File: config.mk
export PLATFORM = sky130hd
export DESIGN_NAME = cpc_iowr_capture
export DESIGN_NICKNAME = d
export VERILOG_FILES = /design/src/rtl/cpc_iowr_capture.sv
export SDC_FILE = /design/constraint.sdc
export NUM_CORES = 1
export LEC_CHECK = 0
export CELL_PAD_IN_SITES_DETAIL_PLACEMENT = 0
export CELL_PAD_IN_SITES_GLOBAL_PLACEMENT = 1
export CORE_ASPECT_RATIO = 0.8
export CORE_UTILIZATION = 39
export DETAILED_ROUTE_END_ITERATION = 10
export GPL_TIMING_DRIVEN = 0
export PLACE_DENSITY = 0.81
export SYNTH_ARGS = -nofsm -noshare
export SYNTH_HDL_FRONTEND = slang
export SYNTH_SLANG_ARGS = --single-unit
File: constraint.sdc
create_clock -name CLK -period 2.2 [get_ports CLK]
set_input_delay 0.66 -clock CLK [delete_from_list [all_inputs] [get_ports CLK]]
set_output_delay 0.66 -clock CLK [all_outputs]
set_load 0.005 [all_outputs]
File: src/rtl/cpc_iowr_capture.sv
// cpc_iowr_capture: synchronises the raw CPC expansion bus, filters glitches and
// emits one strobe per accepted gate-array RAM-configuration I/O write.
// Optional build macro: IOWR_STRICT_DECODE_EN. When it is defined, a write also
// needs A14=1, which gives full gate-array decode.
//
// state | meaning
// IDLE  | waiting for a qualifying bus cycle (only once armed)
// QUAL  | counting consecutive qualifying samples up to FILT_LEN
// HOLD  | cycle accepted; waiting for IOREQ_B or WR_B to return high
module cpc_iowr_capture #(
   parameter int FILT_LEN = 2,
   parameter int CNT_W    = 8
) (
   input  logic             CLK,
   input  logic             RESET,
   input  logic             IOREQ_B,
   input  logic             WR_B,
   input  logic             M1_B,
   input  logic             A15,
   input  logic             A14,
   input  logic [7:0]       D,
   output logic             CFG_STB,
   output logic [5:0]       CFG_DATA,
   output logic             CFG_VALID,
   output logic [CNT_W-1:0] WRCOUNT,
   output logic             BUSY
);

   typedef enum logic [1:0] {IDLE, QUAL, HOLD} state_t;

   localparam logic [3:0]  FILT_CNT  = 4'(FILT_LEN);
   // {IOREQ_B, WR_B, M1_B, A15, D[7:0]}; strobes reset inactive, address/data to 0
   localparam logic [11:0] SYNC_RST  = 12'hE00;

   logic [11:0] bus_raw;
   logic [11:0] sync1_q, sync_q;
   logic        ioreq_b_s, wr_b_s, m1_b_s, a15_s;
   logic [7:0]  d_s;
   logic        q;

   assign bus_raw = {IOREQ_B, WR_B, M1_B, A15, D};
   assign {ioreq_b_s, wr_b_s, m1_b_s, a15_s, d_s} = sync_q;

   // two-flop synchroniser for every raw bus input
   always_ff @(posedge CLK) begin
      if (RESET) begin
         sync1_q <= SYNC_RST;
         sync_q  <= SYNC_RST;
      end else begin
         sync1_q <= bus_raw;
         sync_q  <= sync1_q;
      end
   end

`ifdef IOWR_STRICT_DECODE_EN
   logic a14_s1_q, a14_s_q;

   // A14 synchroniser, only needed for full gate-array decode
   always_ff @(posedge CLK) begin
      if (RESET) begin
         a14_s1_q <= 1'b0;
         a14_s_q  <= 1'b0;
      end else begin
         a14_s1_q <= A14;
         a14_s_q  <= a14_s1_q;
      end
   end

   assign q = !ioreq_b_s && !wr_b_s && m1_b_s && !a15_s && a14_s_q;
`else
   logic unused_a14;
   assign unused_a14 = A14;
   assign q = !ioreq_b_s && !wr_b_s && m1_b_s && !a15_s;
`endif

   state_t           state_q, state_d;
   logic [3:0]       cnt_q, cnt_d;
   logic [1:0]       fill_q, fill_d;
   logic             arm_q, arm_d;
   logic             stb_q, stb_d;
   logic [5:0]       data_q, data_d;
   logic             valid_q, valid_d;
   logic [CNT_W-1:0] count_q, count_d;
   logic             busy_q, busy_d;
   logic             accept;

   // next-state and output computation for the capture FSM
   always_comb begin
      state_d = state_q;
      cnt_d   = cnt_q;
      stb_d   = 1'b0;
      data_d  = data_q;
      valid_d = valid_q;
      count_d = count_q;
      accept  = 1'b0;

      // The synchroniser still holds its reset image for two cycles after reset.
      // Arming only counts a q=0 seen on genuine post-reset samples, so a write
      // already in progress at reset cannot arm the block and be captured.
      fill_d = (fill_q == 2'd2) ? fill_q : fill_q + 2'd1;
      arm_d  = arm_q || ((fill_q == 2'd2) && !q);

      case (state_q)
         IDLE: begin
            if (arm_q && q) begin
               cnt_d = 4'd1;
               if (FILT_LEN == 1) accept = 1'b1;
               else               state_d = QUAL;
            end
         end
         QUAL: begin
            if (!q) begin
               state_d = IDLE;
               cnt_d   = 4'd0;
            end else begin
               cnt_d = cnt_q + 4'd1;
               if (cnt_d == FILT_CNT) accept = 1'b1;
            end
         end
         HOLD: begin
            if (ioreq_b_s || wr_b_s) begin
               state_d = IDLE;
               cnt_d   = 4'd0;
            end
         end
         default: begin
            state_d = IDLE;
            cnt_d   = 4'd0;
         end
      endcase

      if (accept) begin
         state_d = HOLD;
         if (d_s[7:6] == 2'b11) begin
            stb_d   = 1'b1;
            data_d  = d_s[5:0];
            valid_d = 1'b1;
            count_d = count_q + CNT_W'(1);
         end
      end

      busy_d = (state_d != IDLE);
   end

   // FSM state and registered outputs; reset wins over a same-cycle accept
   always_ff @(posedge CLK) begin
      if (RESET) begin
         state_q <= IDLE;
         cnt_q   <= 4'd0;
         fill_q  <= 2'd0;
         arm_q   <= 1'b0;
         stb_q   <= 1'b0;
         data_q  <= 6'd0;
         valid_q <= 1'b0;
         count_q <= '0;
         busy_q  <= 1'b0;
      end else begin
         state_q <= state_d;
         cnt_q   <= cnt_d;
         fill_q  <= fill_d;
         arm_q   <= arm_d;
         stb_q   <= stb_d;
         data_q  <= data_d;
         valid_q <= valid_d;
         count_q <= count_d;
         busy_q  <= busy_d;
      end
   end

   assign CFG_STB   = stb_q;
   assign CFG_DATA  = data_q;
   assign CFG_VALID = valid_q;
   assign WRCOUNT   = count_q;
   assign BUSY      = busy_q;

endmodule

# [Yosys cells after proc, flatten, opt, wreduce, memory -nomap -nowiden]
# Cells that the tools add are included.
[totals] rom_bits=0 inputBits=15 ramBits=0 mem_count=0 regBits=50 word_cells=51 latchBits=0
[classes] bitwise=1 add_sub_neg=3 div=0 muxes=13 n_eq_ne=7 shifts=0 mul=0 order_cmp=0 n_reduce_logical=16
[op_table] cell="$mux W4" count=3
[op_table] cell="$pmux W4 S3" count=1
[op_table] cell="$add A8 B1 Y8 const B" count=1
[op_table] cell="$mux W2" count=4
[op_table] cell="$eq A2 B2 Y1 const B" count=3
[op_table] cell="$pmux W2 S3" count=1
[op_table] cell="$logic_and A1 B1 Y1" count=5
[op_table] cell="$add A4 B1 Y4 const B" count=1
[op_table] cell="$eq A4 B2 Y1 const B" count=1
[op_table] cell="$logic_not A1 Y1" count=4
[op_table] cell="$mux W1" count=4
[op_table] cell="$ne A2 B2 Y1 const B" count=2
[op_table] cell="$reduce_and A2 Y1" count=2
[op_table] cell="$add A2 B1 Y2 const B" count=1
[op_table] cell="$eq A2 B1 Y1 const B" count=1
[op_table] cell="$logic_not A2 Y1" count=1
[op_table] cell="$logic_or A1 B1 Y1" count=2
[op_table] cell="$reduce_bool A2 Y1" count=1
[op_table] cell="$reduce_or A2 Y1" count=1
[op_table] cell="$not A1 Y1" count=1

# [Depth between registers and ports, before layout]
# Gate-level depths: netlist of run 1.
[logic_depth] depth_word=9 depth_mapped=7 mapped_depth_nobuf=6

# [Worst setup path before layout of run 1]
# No wires, ideal clock.
[synth_timing] kind="flip-flop to flip-flop" start="reg cnt_q[0]" end="reg count_q[7], in the netlist WRCOUNT[7]" path_stages_with_launch=7 period_less_slack_ps=1755 arrival_time_ps=1634 path_buffers=1 path_slack_ps=445 setup_time_ps=121 path_cell_list="dfxtp_1 > ha_1 > xnor2_1 > nand4_2 > buf_6 > nor3_1 > mux2_2"
[synth_between] elab_chain_len=6
[synth_lines] element="from (decl)" line="77" source="logic [3:0] cnt_q, cnt_d;"
[synth_lines] element="from (signal assigned)" line="159" source="cnt_q <= cnt_d;"
[synth_lines] element="$add A4 B1 Y4" line="116" source="cnt_d = cnt_q + 4'd1;"
[synth_lines] element="$eq A4 B2 Y1" line="117" source="if (cnt_d == FILT_CNT) accept = 1'b1;"
[synth_lines] element="$mux W1" line="117"
[synth_lines] element="$mux W1" line="112" source="if (!q) begin"
[synth_lines] element="$mux W1" line="103" source="case (state_q)"
[synth_lines] element="$reduce_and A2 Y1 (no source line)"
[synth_lines] element="to (signal assigned)" line="165" source="count_q <= count_d;"
[synth_lines] element="to (decl)" line="83" source="logic [CNT_W-1:0] count_q, count_d;"
# Every way passes these cells.
# A chain may end at the register's enable or synchronous reset.

# [Worst setup path in the final report of run 1]
# Ends and elaborated chain as after synthesis.

==> reports/results.ini, run 1 <==
[setup_path]
cpPeakStageDelay_ns = 0.37
path_class = flop to flop
cp_cell_sequence = ha_1, xnor2_1, nand4_2, buf_6, nor3_1, mux2_2
crit_path_max_fanout = 10
cp_data_arrival_time_ns = 2.24
required_ns = 2.40
cp_slowest_cell = dfxtp_1
cp-start-kind = flop
critPathCaptureType = flop

[place]
dp.cells = 282
place_congestion = 0.747
io_buffers = 29
hpwl_mm = 2.40

[routing]
routed_wl_mm = 3.56
top_layer_used = met4
first_iter_violations = 48
route.detailed.drc = 0
wl_met2_mm = 1.51
routedWlPerCell_um = 12.3
drtPass1Iterations = 4
viasPerCell = 5.00
wl_met1_mm = 1.85
vias = 1446
route.met3.wl_um = 155
final_antenna_net_count = 0

[logic_synthesis]
syn_nets = 212
synth_edf_count = 0
yosys-top-cells-area = dfxtp_1 (53%), nor2b_1 (7.6%), a21oi_1 (4.2%)
synthDistinctLibCells = 40
synth_top_area_frac = 0.531
avgSynthCellArea_um2 = 9.77
netlist.top_cell.by_area = dfxtp_1
ys_warn_count = 0
synth-seq-cells = 50
async_flop_share = 0
synth_flop_cell = dfxtp_1
syn_area_um2 = 1890
yosysSeqAreaShare = 0.531
postSynthCellCount = 193

[clock_tree]
cts_buffers = 5
clk_pin_slew_ns = 0.09
post_cts_buffers = 0
clk_latency_ns = 0.30
cts_tree = built
cts.hold.buffers_added = 0
cts_max_level = 2
root_buffer = clkbuf_8
cts_sinks = 50
clockBufferDepth = 2
cts_resized = 0

[grt]
grt-ovfl-total = 0
grt_use_total = 0.158
grt_pass1_vias = 1232
grt_pass1_wl_mm = 6.04
antenna_found_initial = 0
grt_max_degree = 16

[outcome]
status = finished clean

[floorplanning]
start_util = 0.408
core-area_um2 = 4620
dieArea_um2 = 5120
io_pins = 32
std_cell_rows = 22
fp.dieH_um = 64.2
die_width_um = 79.7

[power]
sw_frac_of_total = 0.221
p_comb_frac = 0.074
ir_drop_mv = 0.353
p_per_area_nw_per_um2 = 735
cellLeakagePower_nw = 0.838
p_sw_w = 0.000384
seqPwrFrac = 0.560
p_int_w = 0.00135
clockPowerShare = 0.366

[timing]
slew_headroom = 0.544
period_share = 0.926
fin_skew_ns = 0.00461
finalSetupViolations = 0
setup_tns_ns = 0
grt_setup_unrepaired = no
slew_viol_final = 0
hold_viol = 0
timing.final.crit_period_ns = 2.04
tightest_slew_ns = 0.679
clock.fmax_mhz = 491

[final_layout]
stdcell_count = 289
drive_gt1_frac = 0.105
area_growth_pct = 25.1
nets = 248
n_antenna_cell = 0

[flow_run]
max_cap_violations = 0

[worst_hold_path]
hold_path_class = flop to flop

Yosys cell counts, types with 2 or more instances:
master	number
nor3_1	6
buf_1	3
ha_1	4
xor2_1	2
dfxtp_1	50
xnor2_1	2
o21ai_0	9
clkbuf_1	6
a21oi_1	16
or2_2	6
nand3_1	4
nand2_1	3
mux2_2	5
nor4_1	2
inv_1	4
nand4_1	10
nor2_1	16
nor2b_1	23
sequential cells by signal, summed over array words and instances, names as in the netlist, 2 cells and up:
signal and cells:
sync1_q 12, sync_q 12, WRCOUNT 8, CFG_DATA 6, cnt_q 4, fill_q 2
state_q 2
kinds of logic (layout without fill, tap and decap cells):
kind of cell	after synthesis	in the layout	synth area share
fa+ha+maj	4	4	0.0265
simple gates	82	82	0.263
buf+inv	15	51	0.0345
mux	5	5	0.0299
flops	50	50	0.531
xor+xnor	4	4	0.0186
compound gates	33	33	0.0969
power by group through the flow:
| stage | sequential, W | combinational [W] | clock, W |
|---|---|---|---|
| floorplan | 0.000987 | 0.0000897 | 0 |
| global placement | 0.000991 | 0.000123 | 0 |
| detailed placement | 0.000992 | 0.000128 | 0 |
| CTS | 0.000971 | 0.000130 | 0.000658 |
| global route | 0.000980 | 0.000154 | 0.000708 |
| finish | 0.000971 | 0.000128 | 0.000635 |
cell type report:
class	count	area [um2]
Buffer	11	50.0
Clock buffer	5	68.8
Clock inverter	2	38.8
Fill cell	457	2270
Inverter	4	15.0
Multi-Input combinational cell	128	820
Sequential cell	50	1000
Tap cell	60	75.1
Timing Repair Buffer	29	290
layout by cell type (no fill, tap or decap), types with 2 or more instances in the layout:
cell type        instances
buf_1                    3
xnor2_1                  2
nor2_1                  16
or2_2                    6
a21oi_1                 16
clkbuf_1                 6
mux2_2                   5
xor2_1                   2
inv_1                    4
o21ai_0                  9
nand2_1                  3
ha_1                     4
nor2b_1                 23
nor3_1                   6
nand3_1                  4
clkdlybuf4s50_1         29
clkbuf_8                 5
dfxtp_1                 50
nor4_1                   2
nand4_1                 10
final timing paths:
check,depth (start not counted),to,start,slack [ns]
min reg2reg,1,sync_q[10],sync1_q[10],0.41
max,6,WRCOUNT[7],cnt_q[0],0.16
max reg2reg,6,WRCOUNT[7],cnt_q[0],0.16
min,1,sync_q[10],sync1_q[10],0.41
metal layers:
layer  vias to the layer above  global-route usage
li1                        741                   -
met1                       669               0.215
met2                        29               0.228
met3                         7              0.0600
met4                         0              0.0536
met5                         -                   0
through the flow:
stage	hold WS, ns	power, W	area [um2]	util	worst slack (ns)
final	0.413	0.00173	2360	0.510	0.163
after global routing	0.434	0.00184	2360	0.510	0.00835
after CTS	0.414	0.00176	2360	0.510	0.191
after detailed placement	0.393	0.00112	2250	0.487	0.0142
after global placement	0.395	0.00111	2250	0.487	0.0419
after floorplan	0.389	0.00108	1890	-	0.445
critical path: cells and delay by family, from the launching register on:
family | cells | cell delay, ns
mux | 1 | 0.35
xor+xnor | 1 | 0.29
fa+ha+maj | 1 | 0.26
buf+inv | 1 | 0.22
flops | 1 | 0.37
simple gates | 2 | 0.44
(Power assumes the default switching activity.)
==> run 2, diff against run 1 <==
--- a/config.mk
+++ b/config.mk
@@ -8,10 +8,13 @@
 export CELL_PAD_IN_SITES_DETAIL_PLACEMENT = 0
 export CELL_PAD_IN_SITES_GLOBAL_PLACEMENT = 1
 export CORE_ASPECT_RATIO = 0.8
-export CORE_UTILIZATION = 39
+export CORE_UTILIZATION = 40
+export CTS_BUF_LIST = sky130_fd_sc_hd__clkbuf_2 sky130_fd_sc_hd__clkbuf_4 sky130_fd_sc_hd__clkbuf_8
 export DETAILED_ROUTE_END_ITERATION = 10
 export GPL_TIMING_DRIVEN = 0
-export PLACE_DENSITY = 0.81
+export MAX_ROUTING_LAYER = met4
+export PLACE_DENSITY = 0.82
+export RECOVER_POWER = 100
 export SYNTH_ARGS = -nofsm -noshare
 export SYNTH_HDL_FRONTEND = slang
 export SYNTH_SLANG_ARGS = --single-unit
==> reports/results.ini, run 2 (synthesis gave the netlist of run 1 again) <==
[grt]
grt_max_degree = 16
grt_pass1_vias = 1315
grt_pass1_wl_mm = 6.10
grt-ovfl-total = 0
antenna_found_initial = 0
grt_use_total = 0.164

[routing]
vias = 1427
route.detailed.drc = 0
wl_met1_mm = 1.75
drtPass1Iterations = 4
route.met3.wl_um = 197
wl_met2_mm = 1.53
first_iter_violations = 112
viasPerCell = 4.99
routedWlPerCell_um = 12.3
final_antenna_net_count = 0
routed_wl_mm = 3.51
top_layer_used = met4

[setup_path]
critPathCaptureType = flop
required_ns = 2.40
cp_data_arrival_time_ns = 2.22
reg2reg_setup_slack_ns = 0.17
critPathCapture = WRCOUNT[7]
critPathLaunch = cnt_q[0]
r2r_start = cnt_q[0]
rr_worst_depth = 6
cp-start-kind = flop
rr_endpoint = WRCOUNT[7]
path_class = flop to flop
crit_path_max_fanout = 10

[timing]
slew_headroom = 0.561
tightest_slew_ns = 0.653
grt_setup_unrepaired = no
setup_tns_ns = 0
fin_skew_ns = 0.00492
hold_viol = 0
finalSetupViolations = 0
timing.final.crit_period_ns = 2.03
period_share = 0.921
clock.fmax_mhz = 493
slew_viol_final = 0

[floorplanning]
fp.dieH_um = 63.4
start_util = 0.432
die_width_um = 78.8
core-area_um2 = 4360
std_cell_rows = 21
io_pins = 32
dieArea_um2 = 4990

[clock_tree]
clk_pin_slew_ns = 0.09
cts_max_level = 2
cts_resized = 0
clockBufferDepth = 2
post_cts_buffers = 0
cts_buffers = 5
cts_tree = built
cts_sinks = 50
clk_latency_ns = 0.30
cts.hold.buffers_added = 0
root_buffer = clkbuf_8

[power]
ir_drop_mv = 0.444
p_total_w = 0.00172
cellLeakagePower_nw = 0.895
p_per_area_nw_per_um2 = 732

[place]
place_congestion = 0.775
io_buffers = 29
hpwl_mm = 2.32

[outcome]
status = finished clean

[worst_hold_path]
hold_path_class = flop to flop

[flow_run]
max_cap_violations = 0

[final_layout]
n_antenna_cell = 0
final_common_cell = dfxtp_1
area_growth_pct = 24.8
drive_gt1_frac = 0.100
most-common-layout-cells = dfxtp_1 (50), nor2b_1 (23), dlygate4sd3_1 (17)
nets = 248

## run 2: cell types whose count changed in the layout (fill, tap and decap cells not counted), sizes merged
cell	change
dlygate4sd3	+17
clkbuf	+3
clkdlybuf4s50	-17
buf	-3
## run 2: per-stage QoR
stage | setup slack [ns] | std cells | instance area [um2] | utilization | hold slack [ns]
final | 0.174 | 286 | 2350 | 0.540 | 0.413
after global routing | 0.0762 | 286 | 2350 | 0.540 | 0.426
after CTS | 0.215 | 286 | 2350 | 0.540 | 0.413
after detailed placement | 0.0137 | 279 | 2250 | 0.515 | 0.393
after global placement | 0.0158 | 279 | 2250 | 0.515 | 0.393
after floorplan | 0.445 | 193 | 1890 | - | 0.389
## run 2: metal layers
layer	vias up	track usage
li1	737	-
met1	642	0.213
met2	43	0.233
met3	5	0.0493
met4	0	0.0741
met5	-	-
## run 2: worst min path at each step
stage                 from    endpoint  slack (ns)  cells past startpoint
2_1_floorplan  sync1_q[10]  sync_q[10]        0.39                      1
3_3_place_gp   sync1_q[10]  sync_q[10]        0.39                      1
3_5_place_dp   sync1_q[11]  sync_q[11]        0.39                      1
4_1_cts        sync1_q[11]  sync_q[11]        0.41                      1
5_1_grt        sync1_q[11]  sync_q[11]        0.43                      1
6_report       sync1_q[11]  sync_q[11]        0.41                      1
## run 2: layout make-up
class                   count  area [um2]
repair buffers             29         290
well taps                  57        71.3
clock buffers               5        68.8
clock inverters             2        38.8
fillers                   416        2010
flip-flops and latches     50        1000
inverters                   4        15.0
plain buffers              11        48.8
multi-input cells         128         820
## run 2: power by group
part           internal (W)  switching (W)
Combinational     0.0000656      0.0000597
Clock              0.000334       0.000290
Sequential         0.000949      0.0000230
Total               0.00135       0.000373
## run 2: worst max-delay path, cell delays in order (launching register included)
cell and delay [ns]:
dfxtp_1 0.36, ha_1 0.26, xnor2_1 0.28, nand4_2 0.24, buf_6 0.21, nor3_1 0.22
mux2_2 0.36
==> patch 1 (flow settings as in run 2) <==
Take the reset off `data_q` and load it in a clocked block of its own.
--- a/src/rtl/cpc_iowr_capture.sv
+++ b/src/rtl/cpc_iowr_capture.sv
@@ -151,5 +151,4 @@
          arm_q   <= 1'b0;
          stb_q   <= 1'b0;
-         data_q  <= 6'd0;
          valid_q <= 1'b0;
          count_q <= '0;
@@ -161,9 +160,12 @@
          arm_q   <= arm_d;
          stb_q   <= stb_d;
-         data_q  <= data_d;
          valid_q <= valid_d;
          count_q <= count_d;
          busy_q  <= busy_d;
       end
+   end
+
+   always_ff @(posedge CLK) begin
+      data_q <= data_d;
    end
 
Function: differs if RESET is asserted again (counterexample within 10 cycles, from zero or initial values and one cycle with RESET high); with RESET held inactive, the same outputs for 10 cycles.
==> patch 1 against run 2 <==
Hold slack got worse by 0.0032 ns. Worst setup slack improved by 0.0061 ns. Sequential cell count is the same. Critical endpoint is now CFG_DATA[0]$_DFFE_PP_. Routed wire length down 5.0%. Final area shrank 1.6%. Core utilization fell by 0.54 points. Power is 2.7% lower. Synthesized area is 1.1% lower.
==> patch 1: results <==
[timing]
worst_slew_pin_slew_ns = 0.600
clock_skew_ns = 0.00862
timing.final.crit_share_pct = 91.8
hold_slack_ns = 0.409

[grt]
grt_pass1_vias = 1213
grt_pass1_wl_microns = 5770
grt_max_degree = 19
grt_usage_pct = 15.7

[worst_setup_path]
rr_worst_depth = 5
critPathArrivalTime_ns = 2.02
slowest_delay_ns = 0.38
crit_fanout = 6

[detailed_routing]
drt-initial-drc-count = 81

[placed_design]
dp.cells = 258
port_buffers = 30
pre_cts_slack_ns = 0.203

[finish]
final-instance-count-excl-fill = 266
nonClkBufAreaFrac_pct = 14.4
drive_gt1_share_pct = 12.0
multi_input_area_share_pct = 31.4
n_all_buffers = 36
fin_nets = 227
clock_area_share_pct = 4.21
nMultiInputCombCells = 108
seqCellArea_sq_mm = 0.00106
inverters = 7
fillers = 390
multi_input_area_sq_um = 727

[logic_synthesis]
netlist_instances = 171
synth.net_count = 190
synth_commonest_cells = "dfxtp_1, nor2b_1, nor2_1, a21oi_1, inv_1"
seq_area_frac_synth_pct = 56.9
synth_enable_flop_cells = 6
synth_cell_types = 38
ys_top_cells_by_area = "dfxtp_1, edfxtp_1, nor2b_1"

[hold_path]
hold_end = "CFG_DATA[0]$_DFFE_PP_"
hold_path_depth = 0

[status]
status = "complete, no violations"

[pwr]
peakVddDrop_uv = 362
pwr.group.sequential_uw = 990
power_uw = 1680
patch 1: changes by cell type after synthesis, moves of 4 or more:
| cell | change |
|---|---|
| a21oi_1 | -4 |
| dfxtp_1 | -6 |
| edfxtp_1 | +6 |
| nand4_1 | -6 |
| o21ai_0 | -5 |
patch 1: logic make-up after synthesis:
| group | Yosys count | share of synthesized area [%] |
|---|---|---|
| xor+xnor | 4 | 1.88 |
| flops | 50 | 56.9 |
| fa+ha+maj | 4 | 2.68 |
| simple gates | 73 | 24.8 |
| mux | 4 | 2.42 |
| compound gates | 23 | 7.18 |
| buf+inv | 13 | 4.09 |
patch 1: layer usage:
metal	up-vias	share of wire [%]	wire [microns]	track usage [%]
met2	27	47	1560	24.1
li1	663	-	-	-
met1	624	47	1590	19.2
met5	-	0	0	-
met4	0	2.5	82	8.33
met3	7	3.4	113	3.48
==> patch 2 (config.mk and constraints of run 2) <==
Without the edit above. Build with the macro `IOWR_STRICT_DECODE_EN` defined.
--- a/src/rtl/cpc_iowr_capture.sv
+++ b/src/rtl/cpc_iowr_capture.sv
@@ -8,4 +8,6 @@
 // QUAL  | counting consecutive qualifying samples up to FILT_LEN
 // HOLD  | cycle accepted; waiting for IOREQ_B or WR_B to return high
+`define IOWR_STRICT_DECODE_EN
+
 module cpc_iowr_capture #(
    parameter int FILT_LEN = 2,
Behaviour: not the same (a bounded check fails within 10 cycles, from zero or initial values and one cycle with RESET high).
==> patch 2 against run 2 <==
Sequential cell count up 2. Final area grew 1.8%. Routed wire length down 1.7%. Clock power is 13% lower. Synthesized area is 1.6% higher. Worst setup slack worse by 0.056 ns. Critical path depth increased by 1. Die area grew 1.5%. Power is 2.7% lower. Fmax fell by 2.7%. Critical endpoint is now WRCOUNT[6]$_SDFFE_PP0P_. Largest cell class unchanged. Highest routed layer unchanged.
==> patch 2: results <==
[status]
status = "complete, no violations"

[logic_synthesis]
muxShareOfSynthArea_pct = 0.523
synth-xor-area-share_pct = 0.457
synth_async_sr_flop_share_pct = 0
netlist_instances = 192
synth_adder_area_share_pct = 2.61
synth_cell_types = 35
synth_commonest_cells = "dfxtp_1, nor2b_1, a21oi_1"
synth_compound_area_share_pct = 14.2
seq_area_frac_synth_pct = 54.3
ys_top_cells_by_area = "dfxtp_1, nor2b_1, a21oi_1"

[detailed_routing]
vias = 1436
wl_met3_microns = 170
wl_met1_microns = 1720
route.met2.wl_microns = 1510
drt-initial-drc-count = 35

[placed_design]
dp.cells = 283
place_congestion = 0.712
placed_area_sq_mm = 0.00230
port_buffers = 31

[worst_setup_path]
rr_worst_depth = 7
crit_end = "WRCOUNT[6]$_SDFFE_PP0P_"
reg2reg_slack_ns = 0.12

[grt]
grt_pass1_wl_microns = 5930
grt_pass1_vias = 1289
grt_max_degree = 18
grt_usage_pct = 15.8

[hold_path]
hold_end = "sync_q[10]$_SDFF_PP1_"
hold_start = "sync1_q[10]$_SDFF_PP1_"

[pwr]
peakVddDrop_uv = 414
power_leakage_uw = 0.000899

[finish]
fin_nets = 249
fillers = 433
drive_gt1_share_pct = 8.66

[timing]
worst_slew_pin_slew_ns = 0.498
clock_skew_ns = 0.00574
-- patch 2: cell types whose count changed in the layout (fill, tap and decap cells not counted), moves of 2 or more --
cell | before | now
nand4_1 | 10 | 1
nand3_1 | 4 | 10
nor2_1 | 16 | 10
or3b_1 | 1 | 7
mux2_2 | 5 | 0
o31ai_1 | 1 | 6
or4_1 | 1 | 6
a21oi_1 | 16 | 20
nor3_1 | 6 | 2
nor2b_1 | 23 | 21
nor4_1 | 2 | 0
xnor2_1 | 2 | 0
-- patch 2: kinds of logic after synthesis --
logic type,after synthesis
AO/OA/AOI/OAI,43
XOR/XNOR,1
adder cells (fa/ha/maj),4
buffers and inverters,16
flip-flops,52
multiplexers,1
AND/OR/NAND/NOR,75
-- patch 2: per-stage QoR --
step | utilization, % | setup WS (ns)
after floorplan | - | 0.230
after CTS | 52.0 | 0.00703
final | 52.1 | 0.117
after global placement | 50.1 | 0.0739
after global routing | 52.1 | 0.00949
after detailed placement | 50.1 | 0.0425
-- patch 2: area by class of cell --
cell class	instances	area [sq um]	area share (%)
inverters	4	15.0	0.627
plain buffers	12	58.8	2.45
flip-flops and latches	52	1040	43.5
multi-input cells	124	803	33.5
clock buffers	5	68.8	2.87
repair buffers	31	310	13.0
clock inverters	3	22.5	0.940
well taps	60	75.1	3.13
-- patch 2: per-layer routing --
metal | vias to the layer above | track usage [%]
li1 | 748 | -
met1 | 647 | 20.2
met2 | 36 | 23.0
met3 | 5 | 4.29
met4 | 0 | 7.50
met5 | - | -
-- patch 2: power by group through the flow --
stage | logic, uW | clock network (uW) | registers, uW
floorplan | 87.9 | 0 | 1020
global placement | 124 | 0 | 1030
detailed placement | 128 | 0 | 1030
CTS | 129 | 565 | 1010
global route | 149 | 616 | 1010
finish | 126 | 543 | 1010
